File: src/rtl/dig_in_event_capture_if.sv
// Register bus shared with the digital-input app: 8-bit address, 16-bit data,
// one-cycle read/write strobes and a registered read return.
interface dig_in_event_capture_if;
   logic        write_qualified;
   logic        read_qualified;
   logic [7:0]  ab;
   logic [15:0] db_in;
   logic [15:0] db_out_DIGE;
   logic        data_from_DIGE_avail;

   modport master (
      output write_qualified, read_qualified, ab, db_in,
      input  db_out_DIGE, data_from_DIGE_avail
   );

   modport slave (
      input  write_qualified, read_qualified, ab, db_in,
      output db_out_DIGE, data_from_DIGE_avail
   );
endinterface

File: src/rtl/dig_in_event_capture.sv
// Edge capture on the debounced input word: sticky rise/fall latches, one selectable
// channel feeding a saturating counter and tick timestamp, and a maskable interrupt.
module dig_in_event_capture #(
   parameter logic [15:0] PRESCALE = 16'd1000
) (
   input  logic                         xclk,
   input  logic                         reset,
   dig_in_event_capture_if.slave        bus,
   input  logic [15:0]                  dig_in_debounced,
   output logic                         irq_dig_event
);

   localparam logic [7:0] ADDR_RISE   = 8'h40;
   localparam logic [7:0] ADDR_FALL   = 8'h41;
   localparam logic [7:0] ADDR_CFG    = 8'h42;
   localparam logic [7:0] ADDR_COUNT  = 8'h43;
   localparam logic [7:0] ADDR_TSTAMP = 8'h44;
   localparam logic [7:0] ADDR_MASK   = 8'h45;

   logic [15:0] dig_in_p1;
   logic        armed;
   logic [15:0] rise_lat, fall_lat;
   logic [15:0] mask;
   logic [3:0]  chan;
   logic [1:0]  mode;
   logic [15:0] count, tstamp;
   logic [15:0] prescale_cnt, tick;

   logic [15:0] rise_edge, fall_edge;
   logic        rd_rise, rd_fall;
   logic        wr_cfg, wr_count, wr_mask;
   logic        counted;
   logic [15:0] rd_data;
   logic        rd_hit;

   function automatic logic [15:0] sat_inc(input logic [15:0] v);
      return (v == 16'hFFFF) ? v : v + 16'd1;
   endfunction

   always_comb begin
      rise_edge = armed ? (dig_in_debounced & ~dig_in_p1) : 16'h0000;
      fall_edge = armed ? (~dig_in_debounced & dig_in_p1) : 16'h0000;
      rd_rise   = bus.read_qualified  && (bus.ab == ADDR_RISE);
      rd_fall   = bus.read_qualified  && (bus.ab == ADDR_FALL);
      wr_cfg    = bus.write_qualified && (bus.ab == ADDR_CFG);
      wr_count  = bus.write_qualified && (bus.ab == ADDR_COUNT);
      wr_mask   = bus.write_qualified && (bus.ab == ADDR_MASK);
      counted   = (mode[0] && rise_edge[chan]) || (mode[1] && fall_edge[chan]);
   end

   always_comb begin
      rd_data = 16'hFFFF;
      rd_hit  = 1'b1;
      case (bus.ab)
         ADDR_RISE:   rd_data = rise_lat;
         ADDR_FALL:   rd_data = fall_lat;
         ADDR_CFG:    rd_data = {10'b0, mode, chan};
         ADDR_COUNT:  rd_data = count;
         ADDR_TSTAMP: rd_data = tstamp;
         ADDR_MASK:   rd_data = mask;
         default:     rd_hit  = 1'b0;
      endcase
   end

   // Stage p1: previous input sample; the first cycle after reset only arms detection
   always_ff @(posedge xclk or negedge reset) begin
      if (!reset) begin
         dig_in_p1 <= 16'h0000;
         armed     <= 1'b0;
      end else begin
         dig_in_p1 <= dig_in_debounced;
         armed     <= 1'b1;
      end
   end

   // A new edge overrides the clear-on-read in the same cycle
   always_ff @(posedge xclk or negedge reset) begin
      if (!reset) begin
         rise_lat <= 16'h0000;
         fall_lat <= 16'h0000;
      end else begin
         rise_lat <= (rise_lat & ~{16{rd_rise}}) | rise_edge;
         fall_lat <= (fall_lat & ~{16{rd_fall}}) | fall_edge;
      end
   end

   always_ff @(posedge xclk or negedge reset) begin
      if (!reset) begin
         chan <= 4'h0;
         mode <= 2'b00;
         mask <= 16'h0000;
      end else begin
         if (wr_cfg) begin
            chan <= bus.db_in[3:0];
            mode <= bus.db_in[5:4];
         end
         if (wr_mask)
            mask <= bus.db_in;
      end
   end

   // Register clears take priority over a coincident counted edge
   always_ff @(posedge xclk or negedge reset) begin
      if (!reset) begin
         count  <= 16'h0000;
         tstamp <= 16'h0000;
      end else if (wr_cfg) begin
         count  <= 16'h0000;
         tstamp <= 16'h0000;
      end else begin
         if (wr_count)
            count <= 16'h0000;
         else if (counted)
            count <= sat_inc(count);
         if (counted)
            tstamp <= tick;
      end
   end

   always_ff @(posedge xclk or negedge reset) begin
      if (!reset) begin
         prescale_cnt <= 16'h0000;
         tick         <= 16'h0000;
      end else if (prescale_cnt == PRESCALE - 16'd1) begin
         prescale_cnt <= 16'h0000;
         tick         <= tick + 16'd1;
      end else begin
         prescale_cnt <= prescale_cnt + 16'd1;
      end
   end

   // Stage p1: registered read return, held while no read strobe is present
   always_ff @(posedge xclk or negedge reset) begin
      if (!reset) begin
         bus.db_out_DIGE          <= 16'h0000;
         bus.data_from_DIGE_avail <= 1'b0;
      end else if (bus.read_qualified) begin
         bus.db_out_DIGE          <= rd_data;
         bus.data_from_DIGE_avail <= rd_hit;
      end
   end

   always_ff @(posedge xclk or negedge reset) begin
      if (!reset)
         irq_dig_event <= 1'b0;
      else
         irq_dig_event <= |((rise_lat | fall_lat) & mask);
   end

endmodule

File: src/flat_wrapper.sv
// flat-port wrapper written by rule: the top's interface ports become plain ports
module dig_in_event_capture_flat 
#(
   parameter logic [15:0] PRESCALE = 16'd1000
)
  (xclk, reset, dig_in_debounced, irq_dig_event, bus_write_qualified, bus_read_qualified, bus_ab, bus_db_in, bus_db_out_DIGE, bus_data_from_DIGE_avail);
  dig_in_event_capture_if bus_i ();
  input  logic xclk;
  input  logic reset;
  input  logic [15:0] dig_in_debounced;
  output logic irq_dig_event;
  input wire logic [$bits(bus_i.write_qualified)-1:0] bus_write_qualified;
  input wire logic [$bits(bus_i.read_qualified)-1:0] bus_read_qualified;
  input wire logic [$bits(bus_i.ab)-1:0] bus_ab;
  input wire logic [$bits(bus_i.db_in)-1:0] bus_db_in;
  output wire logic [$bits(bus_i.db_out_DIGE)-1:0] bus_db_out_DIGE;
  output wire logic [$bits(bus_i.data_from_DIGE_avail)-1:0] bus_data_from_DIGE_avail;
  assign bus_i.write_qualified = bus_write_qualified;
  assign bus_i.read_qualified = bus_read_qualified;
  assign bus_i.ab = bus_ab;
  assign bus_i.db_in = bus_db_in;
  assign bus_db_out_DIGE = bus_i.db_out_DIGE;
  assign bus_data_from_DIGE_avail = bus_i.data_from_DIGE_avail;
  dig_in_event_capture #(.PRESCALE(PRESCALE)) u_core (.xclk(xclk), .reset(reset), .bus(bus_i), .dig_in_debounced(dig_in_debounced), .irq_dig_event(irq_dig_event));
endmodule
File: config.mk
export PLATFORM = sky130hd
export DESIGN_NAME = dig_in_event_capture_flat
export DESIGN_NICKNAME = d
export VERILOG_FILES = /design/src/rtl/dig_in_event_capture_if.sv /design/src/rtl/dig_in_event_capture.sv /design/src/flat_wrapper.sv
export SDC_FILE = /design/constraint.sdc
export NUM_CORES = 1
export LEC_CHECK = 0
export CORE_UTILIZATION = 40
export DETAILED_ROUTE_END_ITERATION = 7
export SYNTH_ARGS = -nofsm -noshare
export SYNTH_HDL_FRONTEND = slang
export SYNTH_SLANG_ARGS = --single-unit
File: constraint.sdc
create_clock -name xclk -period 6.5 [get_ports xclk]
set_clock_uncertainty 0.1 [all_clocks]
set_input_delay 1.3 -clock xclk [delete_from_list [all_inputs] [get_ports xclk]]
set_output_delay 1.3 -clock xclk [all_outputs]
set_load 0.02 [all_outputs]
## Word level (Yosys, flattened, before mapping)

Index checks and enable logic that the tools add are counted.

| operators by class | value |
|---|---|
| add/sub/neg operators | 3 |
| $lt $le $gt $ge | 1 |
| eq/ne operators | 9 |
| mux-type cells | 15 |
| bitwise gates (word level) | 12 |
| reductions and logical operators | 13 |

Operator list:

| kind | number |
|---|---|
| 16-bit 2-to-1 mux | 9 |
| 16-bit one-hot mux with 6 select lines | 1 |
| 16-bit AND | 5 |
| 16-bit inverter | 4 |
| 16-bit by 1-bit adder with 16-bit output, second input constant | 3 |
| 8-bit by 7-bit == test with 1-bit output, second input constant | 6 |
| 16-bit bitwise OR | 3 |
| 16-bit by 10-bit == test with 1-bit output, second input constant | 1 |
| 16-bit == test, second input constant | 1 |
| 16-bit OR reduction | 1 |
| 1-bit binary-select mux with 4-bit select | 2 |
| 1-bit logical AND | 7 |
| 6-bit OR reduction | 1 |
| 4-bit by 5-bit less-than comparator with 1-bit output, second input constant | 1 |
| 1-bit 2-to-1 mux | 3 |
| 3-bit by 1-bit != test with 1-bit output, second input constant | 1 |
| 3-bit nonzero test | 1 |
| 2-bit AND reduction | 1 |
| 2-bit nonzero test | 1 |
| 1-bit logical OR | 1 |

| word-level totals | value |
|---|---|
| flip-flop bits (word level) | 153 |
| bits of input ports | 44 |
| output and inout port bits | 18 |
| logic and storage cells | 67 |

## Depth between registers and ports, before layout

Gate-level depths: netlist of run 1.

| depth | value |
|---|---|
| word-level depth | 10 |
| gate-level depth with buffers | 9 |
| mapped depth without buffers | 7 |

## Least setup slack after synthesis of run 1

Ideal clock, no wire load.

| timing path | value |
|---|---|
| path type | input -> register |
| from | input bus_ab[3] |
| to | register u_core.fall_lat[12] |
| setup time | 0.121 ns |
| data arrival time | 3.025 ns |
| required time | 6.279 ns |
| path slack | 3.254 ns |
| stages | 8 |
| buffers on the path | 2 |
| cell sequence | nor4_1 nand2_1 or2_1 clkbuf_1 nor3b_2 nand2_1 clkbuf_1 a22o_1 |

| on the way | value |
|---|---|
| cells in the longest elaborated chain, start to end | 5 |

RTL lines:

| item | RTL line | source |
|---|---|---|
| start: declaration | flat_wrapper.sv:14 | `input wire logic [$bits(bus_i.ab)-1:0] bus_ab;` |
| 8-bit by 7-bit == test with 1-bit output | dig_in_event_capture.sv:44 | `rd_fall = bus.read_qualified && (bus.ab == ADDR_FALL);` |
| 1-bit logical AND | dig_in_event_capture.sv:44 |  |
| 16-bit inverter | dig_in_event_capture.sv:83 | `fall_lat <= (fall_lat & ~{16{rd_fall}}) \| fall_edge;` |
| 16-bit AND | dig_in_event_capture.sv:83 |  |
| 16-bit bitwise OR | dig_in_event_capture.sv:83 |  |
| end signal: assignment | dig_in_event_capture.sv:83 |  |
| end: declaration | dig_in_event_capture.sv:22 | `logic [15:0] rise_lat, fall_lat;` |

Every way passes these cells.
A chain may end at the register's enable or synchronous reset.

## Worst setup path after layout of run 1

| timing path | value |
|---|---|
| from | input dig_in_debounced[8] |
| to | register u_core.count[14] |

| on the way | value |
|---|---|
| cells in the longest elaborated chain, start to end | 9 |
| elaborated cells on any way between the ends | 14 |
| those cells by class | mux (6); bitwise (3); reduce/logical (5) |

RTL lines:

| item | RTL line | source |
|---|---|---|
| start: declaration | flat_wrapper.sv:10 | `input logic [15:0] dig_in_debounced;` |
| 16-bit inverter | dig_in_event_capture.sv:42 | `fall_edge = armed ? (~dig_in_debounced & dig_in_p1) : 16'h0000;` |
| 16-bit AND | dig_in_event_capture.sv:42 |  |
| 16-bit 2-to-1 mux | dig_in_event_capture.sv:42 |  |
| 1-bit binary-select mux with 4-bit select | dig_in_event_capture.sv:48 | `counted = (mode[0] && rise_edge[chan]) \|\| (mode[1] && fall_edge[chan]);` |
| 1-bit 2-to-1 mux (implied by the code) | dig_in_event_capture.sv:48 |  |
| 1-bit logical AND | dig_in_event_capture.sv:48 |  |
| 1-bit logical OR * | dig_in_event_capture.sv:48 |  |
| 3-bit nonzero test (no line) * | n/a |  |
| 2-bit AND reduction (no line) * | n/a |  |
| end signal: assignment | dig_in_event_capture.sv:114 | `count <= sat_inc(count);` |
| end: declaration | dig_in_event_capture.sv:26 | `logic [15:0] count, tstamp;` |

Mark *: on every way between the ends. The rest lies on a longest branch, timed or not. The select of a mux whose other input is x is not followed.

==> qor.yml, run 1 <==
outcome: "finished clean"
regArea_um2: 3830
worst_slew_pin_slew_ns: 1.15
place_ws_ns: 1.95
arrival_ns: 4.39
detail-route-antenna-nets: 0
timing.slew.headroom: 0.228
grt_pass1_wl_mm: 33.4
rsz0062_at_grt: "no"
finalPower_uw: 2140
max_freq_ghz: 0.239
wl_per_cell_um: 20.7
nFillCells: 1706
synth_top_area_cell: "dfrtp_1"
n_antenna_cell: 0
drc: 0
clockBufferDepth: 2
synth_top_area_share: 0.502
use_met1: 0.305
min_period_ns: 4.18
crit_path_end_kind: "register"
final_nets: 806
p_leak_uw: 0.00381
ys_ff_latch: 153
numCtsBuffers: 17
synth_area_um2: 7620
setup_viol: 0
min_path_cells: 1
vias_per_cell: 5.90
finalCritPeriodShare: 0.643
grt_max_degree: 90
start_util: 0.407
grt_pass1_vias: 5973
port-buffer-count: 61
dieArea_um2: 19600
use_met2: 0.344
ctsHoldBuffers: 0
cts.sinks: 153
coreArea_um2: 18700
dieWidth_um: 140
syn2layout_area_growth_pct: 18.2
ff2ff_path_depth: 6
drtIter0Drc: 582
synthArstFlopShare: 1.00
drv_slew: 0
combPwrFrac: 0.071
syn_nets: 756
critPathLaunchType: "primary input"
antenna_found_initial: 0
power.density_nw_per_um2: 238
layout_setup_ws_ns: 2.32
syn_inst: 709
cts_resized: 0
clock_latency_ns: 0.44
worst-path-max-fanout: 18
swShare: 0.271
cts_root_buffer: "clkbuf_16"
rows: 50
route.vias.total: 5931
switchingPower_uw: 581
synth-edff-count: 0
avgSynthCellArea_um2: 10.8
dp_hpwl_mm: 15.4
multi_input_area_um2: 3570
cap_violations: 0
place_area_um2: 8410
drt-pass1-iter-count: 5
critPathRequiredTime_ns: 6.71
drive_above_1_share: 0.106
hold_violations: 0
final_area_um2: 9010
worst_ir_drop_vdd_v: 0.000168
cts_tree: "yes"
ys_warn_count: 0
postLayoutCoreUtil: 0.481
worstSetupPathType: "in -> reg"
yosys.cell_types.count: 69
clock_power_share: 0.460
post-cts-setup-buffer-count: 0
pwr-share-seq: 0.469
busiest_layer: "met2"
grt_overflow: 0
ios: 62
grtUsageMet3: 0.0568
yosysSeqAreaShare: 0.502
cts.clk_slew.worst_paths_ns: 0.07
htreeDepth: 4
tns_ns: 0
hp-class: "reg -> reg"
grtUsageTotal: 0.224
gp_congestion: 0.890
wirelength_mm: 20.9
p_int_uw: 1560
dieHeight_um: 140
synth_ff_type: "dfrtp_1"
synth_area_leaders: "dfrtp_1 (50%), mux2i_1 (4.5%), mux2_2 (3.3%), nor2_1 (2.6%), nand2_1 (2.5%)"
## stage by stage
step / hold WS, ns / instances
floorplan: 0.339 / 709
global placement: 0.355 / 974
CTS: 0.378 / 1006
finish: 0.369 / 1006
detailed placement: 0.364 / 974
global route: 0.389 / 1006
## cell families (layout without fill, tap and decap cells)
kind of cell / count (synthesis) / count (layout) / synth area share
flip-flops: 153 / 153 / 0.502
XOR/XNOR: 29 / 29 / 0.0333
adder cells (fa/ha/maj): 3 / 3 / 0.00493
AO/OA/AOI/OAI: 173 / 173 / 0.166
multiplexers: 66 / 66 / 0.101
AND/OR/NAND/NOR: 233 / 233 / 0.163
buffers and inverters: 51 / 114 / 0.0289
other: 1 / 1 / 0.000492
## per-layer routing
| layer | vias to the layer above | share of wire |
|---|---|---|
| met5 | - | 0 |
| met4 | 0 | 0.025 |
| met3 | 37 | 0.068 |
| met2 | 211 | 0.46 |
| met1 | 2965 | 0.45 |
| li1 | 2718 | - |
## worst paths after layout
check                                   startpoint                         end  slack (ns)
max in group asynchronous                    reset             u_core.mask[11]        4.09
min                        u_core.prescale_cnt[15]     u_core.prescale_cnt[15]        0.37
max                            dig_in_debounced[8]            u_core.count[14]        2.32
min in group asynchronous                    reset  u_core.bus.db_out_DIGE[10]        0.79
min reg2reg                u_core.prescale_cnt[15]     u_core.prescale_cnt[15]        0.37
max reg2reg                         u_core.chan[0]            u_core.count[14]        2.98
## cell usage after synthesis, drive strengths merged (16+ instances only)
library cell / number
nor2b: 19
mux2i: 34
a22o: 18
o221ai: 17
nand3: 33
o21ai: 41
dfrtp: 153
nor2: 52
nand2: 51
a21boi: 16
mux2: 26
a21oi: 20
clkbuf: 25
## final cells by class
| cell class | count | share of cell area |
|---|---|---|
| clock inverter | 15 | 0.0192 |
| sequential | 153 | 0.425 |
| tap | 234 | 0.0325 |
| multi-input combinational | 505 | 0.397 |
| clock buffer | 17 | 0.0472 |
| timing repair buffer | 67 | 0.0729 |
| inverter | 15 | 0.00625 |
## power groups by stage
stage,Combinational (uW),Clock (uW),Sequential [uW]
2_1_floorplan,71.7,0,1010
3_3_place_gp,150,0,1020
3_5_place_dp,154,0,1020
4_1_cts,155,1010,1000
5_1_grt,167,1050,1010
6_report,153,985,1010
## critical path, stage by stage
cell and delay [ns]:
clkdlybuf4s50_1 0.51, or3b_1 0.35, a2111oi_0 0.45, a31o_1 0.55, o21ai_1 0.54, a2111o_1 0.55, o211a_1 0.13
## cell usage in the layout (no fill, tap or decap), types with 18 or more instances in the layout
cell,count
clkdlybuf4s50_1,60
a22o_1,18
o21ai_0,18
mux2i_1,34
nor2b_1,19
nand3_1,33
nand2_1,51
nor2_1,52
mux2_2,22
dfrtp_1,153
a21oi_1,19
o21ai_1,23
## sequential cells by signal, indices dropped and copies added (netlist names)
register                         flops
u_core.chan                          4
u_core.mask                         16
u_core.bus.data_from_DIGE_avail      1
u_core.count                        16
u_core.bus.db_out_DIGE              16
u_core.dig_in_p1                    16
u_core.tstamp                       16
u_core.tick                         16
u_core.mode                          2
u_core.irq_dig_event                 1
u_core.prescale_cnt                 16
u_core.rise_lat                     16
u_core.armed                         1
u_core.fall_lat                     16
No activity file was read; power rests on OpenSTA's default activity.
==> inputs of run 2 (changes only) <==
==> constraint.sdc (replaced) <==
create_clock -name xclk -period 3.85 [get_ports xclk]
set_clock_uncertainty 0.1 [all_clocks]
set_input_delay 0.77 -clock xclk [delete_from_list [all_inputs] [get_ports xclk]]
set_output_delay 0.77 -clock xclk [all_outputs]
set_load 0.02 [all_outputs]
==> qor.yml, run 2 (synthesized netlist as in run 1, its figures left out) <==
outcome: "finished clean"
grt_pass1_wl_mm: 34.0
combPwrFrac: 0.071
wirelength_mm: 21.3
grt_max_degree: 79
timing.slew.headroom: 0.288
cts_tree: "yes"
layout_commonest_cell: "dfrtp_1"
crit_start: "u_core.armed"
clock_latency_ns: 0.43
regArea_um2: 3830
tns_ns: 0
worstSetupPathType: "reg -> reg"
pwr-share-seq: 0.466
post-cts-setup-buffer-count: 0
start_util: 0.407
hp-class: "in -> async"
arrival_ns: 3.57
worst_ir_drop_vdd_v: 0.000276
r2r_start: "u_core.armed"
cts_resized: 0
wl_met2_mm: 9.48
final_nets: 820
n_antenna_cell: 0
wl_per_cell_um: 20.9
drt-pass1-iter-count: 5
final_cell_mix: "dfrtp_1 (153), clkdlybuf4s50_1 (60), nor2_1 (52)"
drv_slew: 0
port-buffer-count: 61
min_period_ns: 3.36
highest_layer: "met4"
p_int_uw: 2700
r2r-end: "u_core.count[14]"
nFillCells: 1707
crit_path_end: "u_core.count[14]"
crit_path_end_kind: "register"
grtUsageTotal: 0.229
cts_root_buffer: "clkbuf_16"
swShare: 0.261
worst-path-max-fanout: 18
hold_violations: 0
numCtsBuffers: 17
met3_length_mm: 1.16
drc: 0
htreeDepth: 4
route.vias.total: 6024
drtIter0Drc: 441
vias_per_cell: 5.91
setup_viol: 0
antenna_found_initial: 0
dieArea_um2: 19600
syn2layout_area_growth_pct: 19.7
ctsHoldBuffers: 0
switchingPower_uw: 953
critPathRequiredTime_ns: 4.06
drive_above_1_share: 0.122
dieWidth_um: 140
cts.clk_slew.worst_paths_ns: 0.07
gp_congestion: 0.881
max_freq_ghz: 0.298
p_leak_uw: 0.00389
r2r_slack_ns: 0.49
grt_overflow: 0
multi_input_area_um2: 3570
power.density_nw_per_um2: 400
cts.sinks: 153
dp_hpwl_mm: 15.7
postLayoutCoreUtil: 0.488
coreArea_um2: 18700
met1Wirelength_mm: 9.95
clock_power_share: 0.463
ff2ff_path_depth: 6
grt_pass1_vias: 6005
detail-route-antenna-nets: 0
finalCritPeriodShare: 0.873
cap_violations: 0
dieHeight_um: 140
rows: 50
clockBufferDepth: 2
critPathLaunchType: "register"
worst_slew_pin_slew_ns: 1.07
ios: 62
rsz0062_at_grt: "no"
-- run 2: how the worst min path moves through the flow --
stage,endpoint,slack (ns)
after global routing,u_core.bus.db_out_DIGE[9],0.32
after global placement,u_core.prescale_cnt[15],0.36
after CTS,u_core.bus.db_out_DIGE[9],0.30
final,u_core.bus.db_out_DIGE[9],0.24
after floorplan,u_core.prescale_cnt[15],0.34
after detailed placement,u_core.prescale_cnt[15],0.38
-- run 2: layout make-up --
| cell class | instances | share of cell area |
|---|---|---|
| inverter | 15 | 0.00617 |
| clock inverter | 15 | 0.0189 |
| multi-input combinational | 505 | 0.392 |
| tap | 234 | 0.0321 |
| sequential | 153 | 0.420 |
| clock buffer | 17 | 0.0466 |
| timing repair buffer | 81 | 0.0849 |
-- run 2: layer usage --
| metal | GRT usage | up-vias |
|---|---|---|
| met5 | 0 | - |
| met4 | 0.0844 | 0 |
| met3 | 0.0530 | 37 |
| met2 | 0.343 | 194 |
| met1 | 0.322 | 3053 |
| li1 | - | 2740 |
-- run 2: critical path: stages (launching register included) --
cell	delay [ns]
dfrtp_1	0.78
nand2_1	0.27
or3_1	0.41
a211oi_2	0.84
nor3_4	0.27
a2111o_1	0.44
o211a_1	0.12
-- run 2: through the flow --
step	setup slack, ns	cells	total power [uW]	cell area [um^2]	hold slack [ns]
after floorplan	1.13	709	1830	7620	0.339
after global placement	0.304	988	1990	8530	0.356
after CTS	0.600	1020	3690	9120	0.297
after detailed placement	0.292	988	1990	8530	0.379
final	0.491	1020	3650	9120	0.240
after global routing	0.310	1020	3790	9120	0.319
-- run 2: power by group through the flow --
| stage | clock network, uW | logic, uW | registers, uW |
|---|---|---|---|
| after CTS | 1730 | 264 | 1700 |
| after global routing | 1800 | 285 | 1700 |
| after floorplan | 0 | 121 | 1710 |
| final | 1690 | 260 | 1700 |
| after detailed placement | 0 | 264 | 1730 |
| after global placement | 0 | 258 | 1730 |
